File: config.mk
export PLATFORM = sky130hd
export DESIGN_NAME = ps2_kbd_decoder
export DESIGN_NICKNAME = d
export VERILOG_FILES = /design/src/rtl/ps2_kbd_decoder.sv
export SDC_FILE = /design/constraint.sdc
export NUM_CORES = 1
export LEC_CHECK = 0
export ABC_AREA = 0
export ABC_CLOCK_PERIOD_IN_PS = 2800
export BUFFER_PORTS_ARGS = -buffer_cell sky130_fd_sc_hd__buf_2
export CORE_ASPECT_RATIO = 1.2
export CORE_UTILIZATION = 23
export CTS_BUF_LIST = sky130_fd_sc_hd__clkbuf_16
export CTS_CLUSTER_SIZE = 30
export DETAILED_ROUTE_END_ITERATION = 6
export MAX_ROUTING_LAYER = met4
export PLACE_DENSITY = 0.45
export SLEW_MARGIN = 25
export SYNTH_ARGS = -nofsm -noshare
export SYNTH_HDL_FRONTEND = slang
export SYNTH_SLANG_ARGS = --single-unit
File: constraint.sdc
create_clock -name clk -period 2.8 [get_ports clk]
set_input_delay 0.28 -clock clk [delete_from_list [all_inputs] [get_ports clk]]
set_output_delay 0.28 -clock clk [all_outputs]
set_load 0.02 [all_outputs]
File: src/rtl/ps2_kbd_decoder.sv
// PS/2 keyboard decoder: synchronises the raw PS/2 lines, assembles 11-bit frames into a
// byte FIFO, and decodes E0/F0 prefixed scan codes into make/break events with a press counter.
// Latency: o_valid/o_brk rise 2 cycles after the FIFO write when the FIFO was empty.
// Backpressure: i_pause=1 stops popping; a write to a full FIFO is dropped and sets sticky o_overflow.
// Optional feature: define PS2_PARITY_CHECK_EN to drop odd-parity failures and pulse o_parity_err.
module ps2_kbd_decoder #(
  parameter int FIFO_DEPTH  = 8,
  parameter int CNT_WIDTH   = 8,
  parameter int TIMEOUT_CYC = 50000
) (
  input  logic                 clk,
  input  logic                 clrn,
  input  logic                 ps2_clk,
  input  logic                 ps2_data,
  input  logic                 i_pause,
  output logic [7:0]           o_code,
  output logic                 o_ext,
  output logic                 o_pressed,
  output logic [CNT_WIDTH-1:0] o_cnt,
  output logic                 o_valid,
  output logic                 o_brk,
  output logic                 o_ready,
  output logic                 o_overflow,
  output logic                 o_parity_err
);

  localparam int AW = (FIFO_DEPTH > 1) ? $clog2(FIFO_DEPTH) : 1;
  localparam int TW = $clog2(TIMEOUT_CYC + 1);

  typedef enum logic [1:0] {IDLE, EXT, BRK, EXT_BRK} state_t;

  logic [2:0]           ps2c_q, ps2d_q;
  logic                 fall;
  logic [3:0]           bit_cnt_q;
  logic [9:0]           frame_q;
  logic [TW-1:0]        to_q;
  logic                 wr_q, perr_q;
  logic [7:0]           wr_byte_q;
  logic [7:0]           mem_q [FIFO_DEPTH];
  logic [AW-1:0]        wr_ptr_q, rd_ptr_q;
  logic [AW:0]          fcnt_q, fcnt_d;
  logic                 ready_q, ovf_q, full, push, pop;
  logic [7:0]           rd_byte;
  state_t               state_q;
  logic [7:0]           code_q;
  logic                 ext_q, pressed_q, valid_q, brk_q;
  logic [CNT_WIDTH-1:0] cnt_q;
  logic                 mk_vld, mk_ext, bk_vld, bk_ext;

  // Stage 0 catches the raw line; a falling edge is stage 2 high while stage 1 is low.
  always_ff @(posedge clk or negedge clrn) begin
    if (!clrn) begin
      ps2c_q <= '0;
      ps2d_q <= '0;
    end else begin
      ps2c_q <= {ps2c_q[1:0], ps2_clk};
      ps2d_q <= {ps2d_q[1:0], ps2_data};
    end
  end

  assign fall = ps2c_q[2] & ~ps2c_q[1];

  // Frame assembly: bits shift in from the top, so after 10 samples frame_q[0] is the start bit.
  always_ff @(posedge clk or negedge clrn) begin
    if (!clrn) begin
      bit_cnt_q <= '0;
      frame_q   <= '0;
      to_q      <= '0;
      wr_q      <= 1'b0;
      perr_q    <= 1'b0;
      wr_byte_q <= '0;
    end else begin
      wr_q   <= 1'b0;
      perr_q <= 1'b0;
      if (fall) begin
        to_q <= '0;
        if (bit_cnt_q == 4'd10) begin
          bit_cnt_q <= '0;
          wr_byte_q <= frame_q[8:1];
          if (!frame_q[0] && ps2d_q[1]) begin
`ifdef PS2_PARITY_CHECK_EN
            if (^frame_q[9:1]) wr_q <= 1'b1;
            else               perr_q <= 1'b1;
`else
            wr_q <= 1'b1;
`endif
          end
        end else begin
          frame_q   <= {ps2d_q[1], frame_q[9:1]};
          bit_cnt_q <= bit_cnt_q + 4'd1;
        end
      end else if (bit_cnt_q != 4'd0) begin
        // A stalled partial frame is abandoned so the next start bit realigns the receiver.
        if (to_q == TW'(TIMEOUT_CYC - 1)) begin
          bit_cnt_q <= '0;
          to_q      <= '0;
        end else begin
          to_q <= to_q + TW'(1);
        end
      end else begin
        to_q <= '0;
      end
    end
  end

  assign full    = (fcnt_q == (AW+1)'(FIFO_DEPTH));
  assign pop     = ready_q & ~i_pause;
  assign push    = wr_q & (~full | pop);
  assign rd_byte = mem_q[rd_ptr_q];

  // Occupancy next-state; ready is registered from it so o_ready has no logic after the flop.
  always_comb begin
    fcnt_d = fcnt_q;
    if (push && !pop)      fcnt_d = fcnt_q + (AW+1)'(1);
    else if (pop && !push) fcnt_d = fcnt_q - (AW+1)'(1);
  end

  // FIFO storage: data only, no reset needed.
  always_ff @(posedge clk) begin
    if (push) mem_q[wr_ptr_q] <= wr_byte_q;
  end

  // FIFO pointers, occupancy and sticky overflow.
  always_ff @(posedge clk or negedge clrn) begin
    if (!clrn) begin
      wr_ptr_q <= '0;
      rd_ptr_q <= '0;
      fcnt_q   <= '0;
      ready_q  <= 1'b0;
      ovf_q    <= 1'b0;
    end else begin
      if (push) wr_ptr_q <= (wr_ptr_q == AW'(FIFO_DEPTH - 1)) ? '0 : wr_ptr_q + AW'(1);
      if (pop)  rd_ptr_q <= (rd_ptr_q == AW'(FIFO_DEPTH - 1)) ? '0 : rd_ptr_q + AW'(1);
      fcnt_q  <= fcnt_d;
      ready_q <= (fcnt_d != '0);
      if (wr_q && full && !pop) ovf_q <= 1'b1;
    end
  end

  // Classify the popped byte as a make or break event according to the prefix state.
  always_comb begin
    mk_vld = 1'b0;
    mk_ext = 1'b0;
    bk_vld = 1'b0;
    bk_ext = 1'b0;
    if (pop) begin
      case (state_q)
        IDLE:    if (rd_byte != 8'hE0 && rd_byte != 8'hF0) mk_vld = 1'b1;
        EXT:     if (rd_byte != 8'hF0) begin mk_vld = 1'b1; mk_ext = 1'b1; end
        BRK:     bk_vld = 1'b1;
        default: begin bk_vld = 1'b1; bk_ext = 1'b1; end
      endcase
    end
  end

  // Prefix FSM and registered key state; repeats of the held key are typematic and ignored.
  always_ff @(posedge clk or negedge clrn) begin
    if (!clrn) begin
      state_q   <= IDLE;
      code_q    <= '0;
      ext_q     <= 1'b0;
      pressed_q <= 1'b0;
      cnt_q     <= '0;
      valid_q   <= 1'b0;
      brk_q     <= 1'b0;
    end else begin
      valid_q <= 1'b0;
      brk_q   <= 1'b0;
      if (pop) begin
        case (state_q)
          IDLE:    state_q <= (rd_byte == 8'hE0) ? EXT : (rd_byte == 8'hF0) ? BRK : IDLE;
          EXT:     state_q <= (rd_byte == 8'hF0) ? EXT_BRK : IDLE;
          default: state_q <= IDLE;
        endcase
      end
      if (mk_vld && !(pressed_q && rd_byte == code_q && mk_ext == ext_q)) begin
        code_q    <= rd_byte;
        ext_q     <= mk_ext;
        pressed_q <= 1'b1;
        cnt_q     <= cnt_q + CNT_WIDTH'(1);
        valid_q   <= 1'b1;
      end
      if (bk_vld && pressed_q && rd_byte == code_q && bk_ext == ext_q) begin
        pressed_q <= 1'b0;
        brk_q     <= 1'b1;
      end
    end
  end

  assign o_code     = code_q;
  assign o_ext      = ext_q;
  assign o_pressed  = pressed_q;
  assign o_cnt      = cnt_q;
  assign o_valid    = valid_q;
  assign o_brk      = brk_q;
  assign o_ready    = ready_q;
  assign o_overflow = ovf_q;
`ifdef PS2_PARITY_CHECK_EN
  assign o_parity_err = perr_q;
`else
  assign o_parity_err = 1'b0;
`endif

endmodule

# After elaboration in Yosys (flattened, before gate mapping)
# Memories as Yosys holds them, arrays and structs flattened.
# Cells that the tools add are included.
classes:
  addsub: 7
  multipliers: 0
  div_mod_pow: 0
  magnitude_cmp: 0
  n_eq_ne: 14
  shift: 0
  n_mux: 34
  bitwise_logic: 8
  n_reduce_logical: 27
ops:
  columns: ["operator", "n"]
  rows:
  - ["2-to-1 mux 16 bit", 3]
  - ["2-to-1 mux 4 bit", 6]
  - ["2-to-1 mux 1 bit", 18]
  - ["adder 16 x 1 -> 16 bit (second input constant)", 1]
  - ["== test 16 bit (second input constant)", 1]
  - ["== test 8 bit (second input constant)", 2]
  - ["!= test 8 bit (second input constant)", 2]
  - ["logical AND 1 bit", 12]
  - ["adder 4 x 1 -> 4 bit (second input constant)", 2]
  - ["adder 8 x 1 -> 8 bit (second input constant)", 1]
  - ["== test 4 bit (second input constant)", 2]
  - ["== test 8 bit", 1]
  - ["nonzero test 4 bit", 2]
  - ["adder 3 x 1 -> 3 bit (second input constant)", 2]
  - ["== test 3 bit (second input constant)", 2]
  - ["2-to-1 mux 2 bit", 3]
  - ["2-to-1 mux 3 bit", 2]
  - ["AND reduction 2 bit", 3]
  - ["nonzero test 2 bit", 3]
  - ["zero test 1 bit", 4]
  - ["NOT 1 bit", 4]
  - ["one-hot mux 2 bit (2 select lines)", 1]
  - ["subtractor 4 x 1 -> 4 bit (second input constant)", 1]
  - ["bitwise AND 1 bit", 3]
  - ["8 further kinds", 9]
word_totals:
  register_bits: 78
  latchBits: 0
  mem_bits_rw: 64
  rom_bits: 0
  inputBits: 5
  out_inout_bits: 23
  elab_cells: 110
  memories: 1
mem_list:
  columns: ["name", "depth", "word_bits", "rd", "rd_ports_with_merged_regs", "write_ports", "line", "rtl"]
  rows:
  - ["mem_q", 8, 8, 1, 0, 1, "39", "logic [7:0] mem_q [FIFO_DEPTH];"]

# Logic depth before layout (Yosys ltp)
# An unclocked memory read counts as a cell.
logic_depth:
  depth_word: 11
  mapped_depth: 10
  ltp_nobuf: 8

# Worst setup path after synthesis
# Ideal clock, no wire load.
synth_timing:
  path_type: "register to register"
  start: "reg rd_ptr_q[0]"
  end: "reg code_q[6] (netlist: o_code[6])"
  setup_time_ps: 125
  arrival_ps: 2615
  setup_slack_ps: 60
  path_stages_with_launch: 8
  n_path_buf: 2
  cell_sequence: "dfrtp_1 -> buf_2 -> mux4_2 -> or3_4 -> o41a_4 -> nand3_4 -> buf_12 -> mux2_4"
synth_between:
  elab_chain_cells: 9
  elab_cells_between_ends: 16
  cone_classes: "4 x eq/ne; 6 x mux; 5 x reduce/logical; 1 x memory"
synth_rtl:
  columns: ["item", "line", "rtl"]
  rows:
  - ["start: declaration", "40", "logic [AW-1:0] wr_ptr_q, rd_ptr_q;"]
  - ["start signal: assignment", "133", "if (pop) rd_ptr_q <= (rd_ptr_q == AW'(FIFO_DEPTH - 1)) ? '0 : rd_ptr_q + AW'(1);"]
  - ["memory (8 x 8 bit) (*)", null, null]
  - ["!= test 8 bit", "148, 149", null]
  - ["2-to-1 mux 1 bit", "149", "EXT: if (rd_byte != 8'hF0) begin mk_vld = 1'b1; mk_ext = 1'b1; end"]
  - ["2-to-1 mux 1 bit", "147", "case (state_q)"]
  - ["2-to-1 mux 1 bit", "146", "if (pop) begin"]
  - ["== test 1 bit", "176", "if (mk_vld && !(pressed_q && rd_byte == code_q && mk_ext == ext_q)) begin"]
  - ["logical AND 1 bit", "176", null]
  - ["zero test 1 bit", "176", null]
  - ["logical AND 1 bit", "176", null]
  - ["end signal: assignment", "177", "code_q <= rd_byte;"]
  - ["end: declaration", "45", "logic [7:0] code_q;"]
# Every way passes the cells marked *; elsewhere a longest branch is shown, timed or not.
# A chain may end at the register's enable or synchronous reset.

# Worst setup path in the final report
layout_timing:
  start: "reg rd_ptr_q[1]"
  end: "reg cnt_q[1] (netlist: o_cnt[1])"
layout_between:
  elab_chain_cells: 9
  elab_cells_between_ends: 16
  cone_classes: "4 x eq/ne; 6 x mux; 5 x reduce/logical; 1 x memory"
layout_rtl:
  columns: ["item", "line", "rtl"]
  rows:
  - ["memory (8 x 8 bit) (*)", null, null]
  - ["!= test 8 bit", "148, 149", null]
  - ["2-to-1 mux 1 bit", "149", null]
  - ["2-to-1 mux 1 bit", "147", null]
  - ["2-to-1 mux 1 bit", "146", null]
  - ["== test 1 bit", "176", null]
  - ["logical AND 1 bit", "176", null]
  - ["zero test 1 bit", "176", null]
  - ["logical AND 1 bit (*)", "176", null]
  - ["end signal: assignment", "180", "cnt_q <= cnt_q + CNT_WIDTH'(1);"]
  - ["end: declaration", "47", "logic [CNT_WIDTH-1:0] cnt_q;"]
# Marked as above.

==> impl_metrics.ini <==
[outcome]
status = finished with violations
violations = DRC

[die]
initial_core_util_pct = 23.50
die_y_um = 182.0
core_area_um2 = 26430
ios = 28
dieWidth_um = 152.0
die_area_um2 = 27670
num_rows = 65

[synthesis]
synth_top_area_share_pct = 31.43
ys_async_sr_fraction_pct = 54.93
synthFlopType = dfrtp_1
synth_edf_count = 64
netlist_top_cells_area = dfrtp_1 (31%), edfxtp_1 (31%), mux4_2 (4.0%), mux2i_1 (3.5%), mux2_2 (3.4%)
yosys_warnings = 0
ys_seq_area_share_pct = 62.37
avgSynthCellArea_um2 = 14.02
ys_types = 60
netlist_instances = 443
synth-seq-cells = 142
syn_nets = 460
yosysTopAreaCell = dfrtp_1
syn_area_um2 = 6211

[timing]
max_freq_mhz = 366.9
finalCritPeriodShare_pct = 97.35
tightestPinTransition_ns = 0.9669
clock_skew_ns = 0.006351
relSlewSlack_pct = 35.30
fin_crit_ns = 2.726
final-hold-violation-count = 0
grt_setup_unrepaired = yes
drv_slew = 0
setup_viol = 0

[critical_path]
r2r-start = rd_ptr_q[1]$_DFFE_PN0P_
critPathSlowestCell = mux4_2
crit_required_ns = 3.10
cp.arrival_ns = 3.02
cp-end-kind = flip-flop
crit_start = rd_ptr_q[1]$_DFFE_PN0P_
crit_chain = buf_12 > mux4_2 > mux2_4 > or3_4 > o41a_4 > nand3_4 > mux2_1
cpPeakStageDelay_ns = 0.48
startpoint_type = flip-flop
worstPathBufferInverterCount = 1
critical_path_peak_fanout = 7
path_class = reg -> reg
crit_family = multiplexers

[cts]
numCtsBuffers = 17
clock_sinks = 142
clockBufferDepth = 2
htree_levels = 4
cts_tree = built
cts.clk_slew.worst_paths_ns = 0.06
cts-root-buf = clkbuf_16
clk_latency_ns = 0.42

[global_route]
grt_use_total_pct = 9.901
grt_pass1_vias = 3929
grt_pass1_wl_um = 20400
antenna_found_initial = 0
gr-total-overflow = 0
grt_max_degree = 48

[detailed_routing]
vias = 3673
drc_errors = 13
final_antenna_net_count = 0
via_per_inst = 4.321
drt_iter0_drc = 167
wl_per_cell_um = 14.66
routed_wl_um = 12460
first_pass_iters = 6

[pwr]
p_total_w = 0.006705
leakage_nw = 3.042
vdd_drop_max_uv = 370.7
p_per_area_nw_per_um2 = 899.6

[hold_path]
min_path_type = in -> reg
holdCritStartpoint = i_pause

[placement]
port_buffers = 26
gp_congestion = 0.8110
dp_cells = 811
hpwl_um = 8638

[layout]
num_antenna_cells = 0
instances_no_fill = 850
drive_above_1_share_pct = 24.27
synthToLayoutAreaGrowth_pct = 20.00
fin_nets = 519

[job]
drv_cap = 0
## per-layer routing
layer | routed length, um | part of all wire [%] | track usage [%]
met1 | 5289 | 42 | 10.52
met2 | 6541 | 52 | 17.20
met3 | 347 | 2.8 | 2.411
met4 | 284 | 2.3 | 4.939
met5 | 0 | 0 | -
## state kept, by name (all words and copies together) (netlist names)
name / flops
mem_q: 64
to_q: 16
frame_q: 10
o_cnt: 8
o_code: 8
wr_byte_q: 8
bit_cnt_q: 4
fcnt_q: 4
ps2c_q: 3
rd_ptr_q: 3
wr_ptr_q: 3
ps2d_q: 2
state_q: 2
o_brk: 1
o_ext: 1
o_overflow: 1
o_pressed: 1
o_ready: 1
o_valid: 1
wr_q: 1
## cell usage after synthesis, types with 3 or more instances
cell,number
nor2_1,35
nand2_1,32
mux2_2,19
dfrtp_1,78
nor3_1,11
a21o_1,3
inv_1,13
o21ai_0,11
nand4_1,4
nor2b_1,4
xnor2_1,21
edfxtp_1,64
a21oi_1,3
mux2i_1,22
nand3_1,19
ha_1,12
nand2b_1,7
mux4_2,11
clkbuf_1,5
and3_1,9
xor2_1,9
## where the power goes
| group | switching (W) | total (W) | internal (W) |
|---|---|---|---|
| registers | 0.000296 | 0.00276 | 0.00247 |
| clock network | 0.000829 | 0.00202 | 0.00120 |
| logic | 0.00102 | 0.00192 | 0.000898 |
## kinds of logic (layout without fill, tap and decap cells)
kind of cell,Yosys count,in the layout,share of synthesized area (%)
flops,142,142,62.37
simple gates,140,140,11.89
xor+xnor,32,32,4.754
other cells,1,1,0.06038
buf+inv,26,98,2.397
compound gates,33,33,3.807
fa+ha+maj,12,12,2.417
mux,57,57,12.31
## cells in the final DEF, fill, tap and decap left out, drive strengths merged, types with 3 or more instances in the layout
master        n
xnor2        23
nand4b        3
mux2i        24
nor2         35
nand2        32
nor2b         4
dlygate4sd3   3
xor2          9
mux2         22
mux4         11
ha           12
nand3        20
a21oi         3
nand4         4
a21o          3
inv          15
clkinv       11
and3          9
buf          48
nor4          4
o21ai        13
or3           3
nor3         11
nand2b        7
edfxtp       64
clkbuf       18
dfrtp        78
## worst min-delay path: stages
cell and delay [ns]:
buf_2 0.08, nor2b_1 0.05, buf_4 0.16, nand2_1 0.07, nand2_1 0.04
## repair_timing
action	4_1_cts	5_1_grt
resized for setup	1	5
setup endpoints to repair	2	9
buffers inserted	0	3
endpoints found under the hold margin	47	0
hold buffers	3	0
cloned	0	1
## stage by stage
step                      hold WS (ns)  area [um2]  setup TNS (ns)  worst slack, ns  util [%]
after global routing            0.3327        7453        -0.04010         -0.01140     28.20
after global placement          0.3346        6822               0          0.02544     25.81
after CTS                       0.3057        7385               0          0.01888     27.94
after detailed placement        0.3379        6822        -0.03717         -0.02261     25.81
final                           0.3139        7453               0          0.07432     28.20
after floorplan               -0.01559        6211               0          0.06008         -
## layout make-up
cell class / instances / area, um2
clock inverters: 15 / 103.9
multi-input cells: 275 / 2205
flip-flops and latches: 142 / 3875
repair buffers: 52 / 372.9
well taps: 335 / 419.2
inverters: 14 / 52.55
fillers: 2652 / 18980
clock buffers: 17 / 425.4
## final timing paths
path / end / slack [ns] / cells after the start
min reg2reg: ps2c_q[1]$_DFF_PN0_ / 0.35 / 0
max reg2reg: o_cnt[1]$_DFFE_PN0P_ / 0.07 / 7
max in group asynchronous: wr_ptr_q[1]$_DFFE_PN0P_ / 1.67 / 3
min in group asynchronous: to_q[9]$_DFF_PN0_ / 0.41 / 2
min: rd_ptr_q[1]$_DFFE_PN0P_ / 0.31 / 5
max: o_cnt[1]$_DFFE_PN0P_ / 0.07 / 7
(Power assumes the default switching activity.)
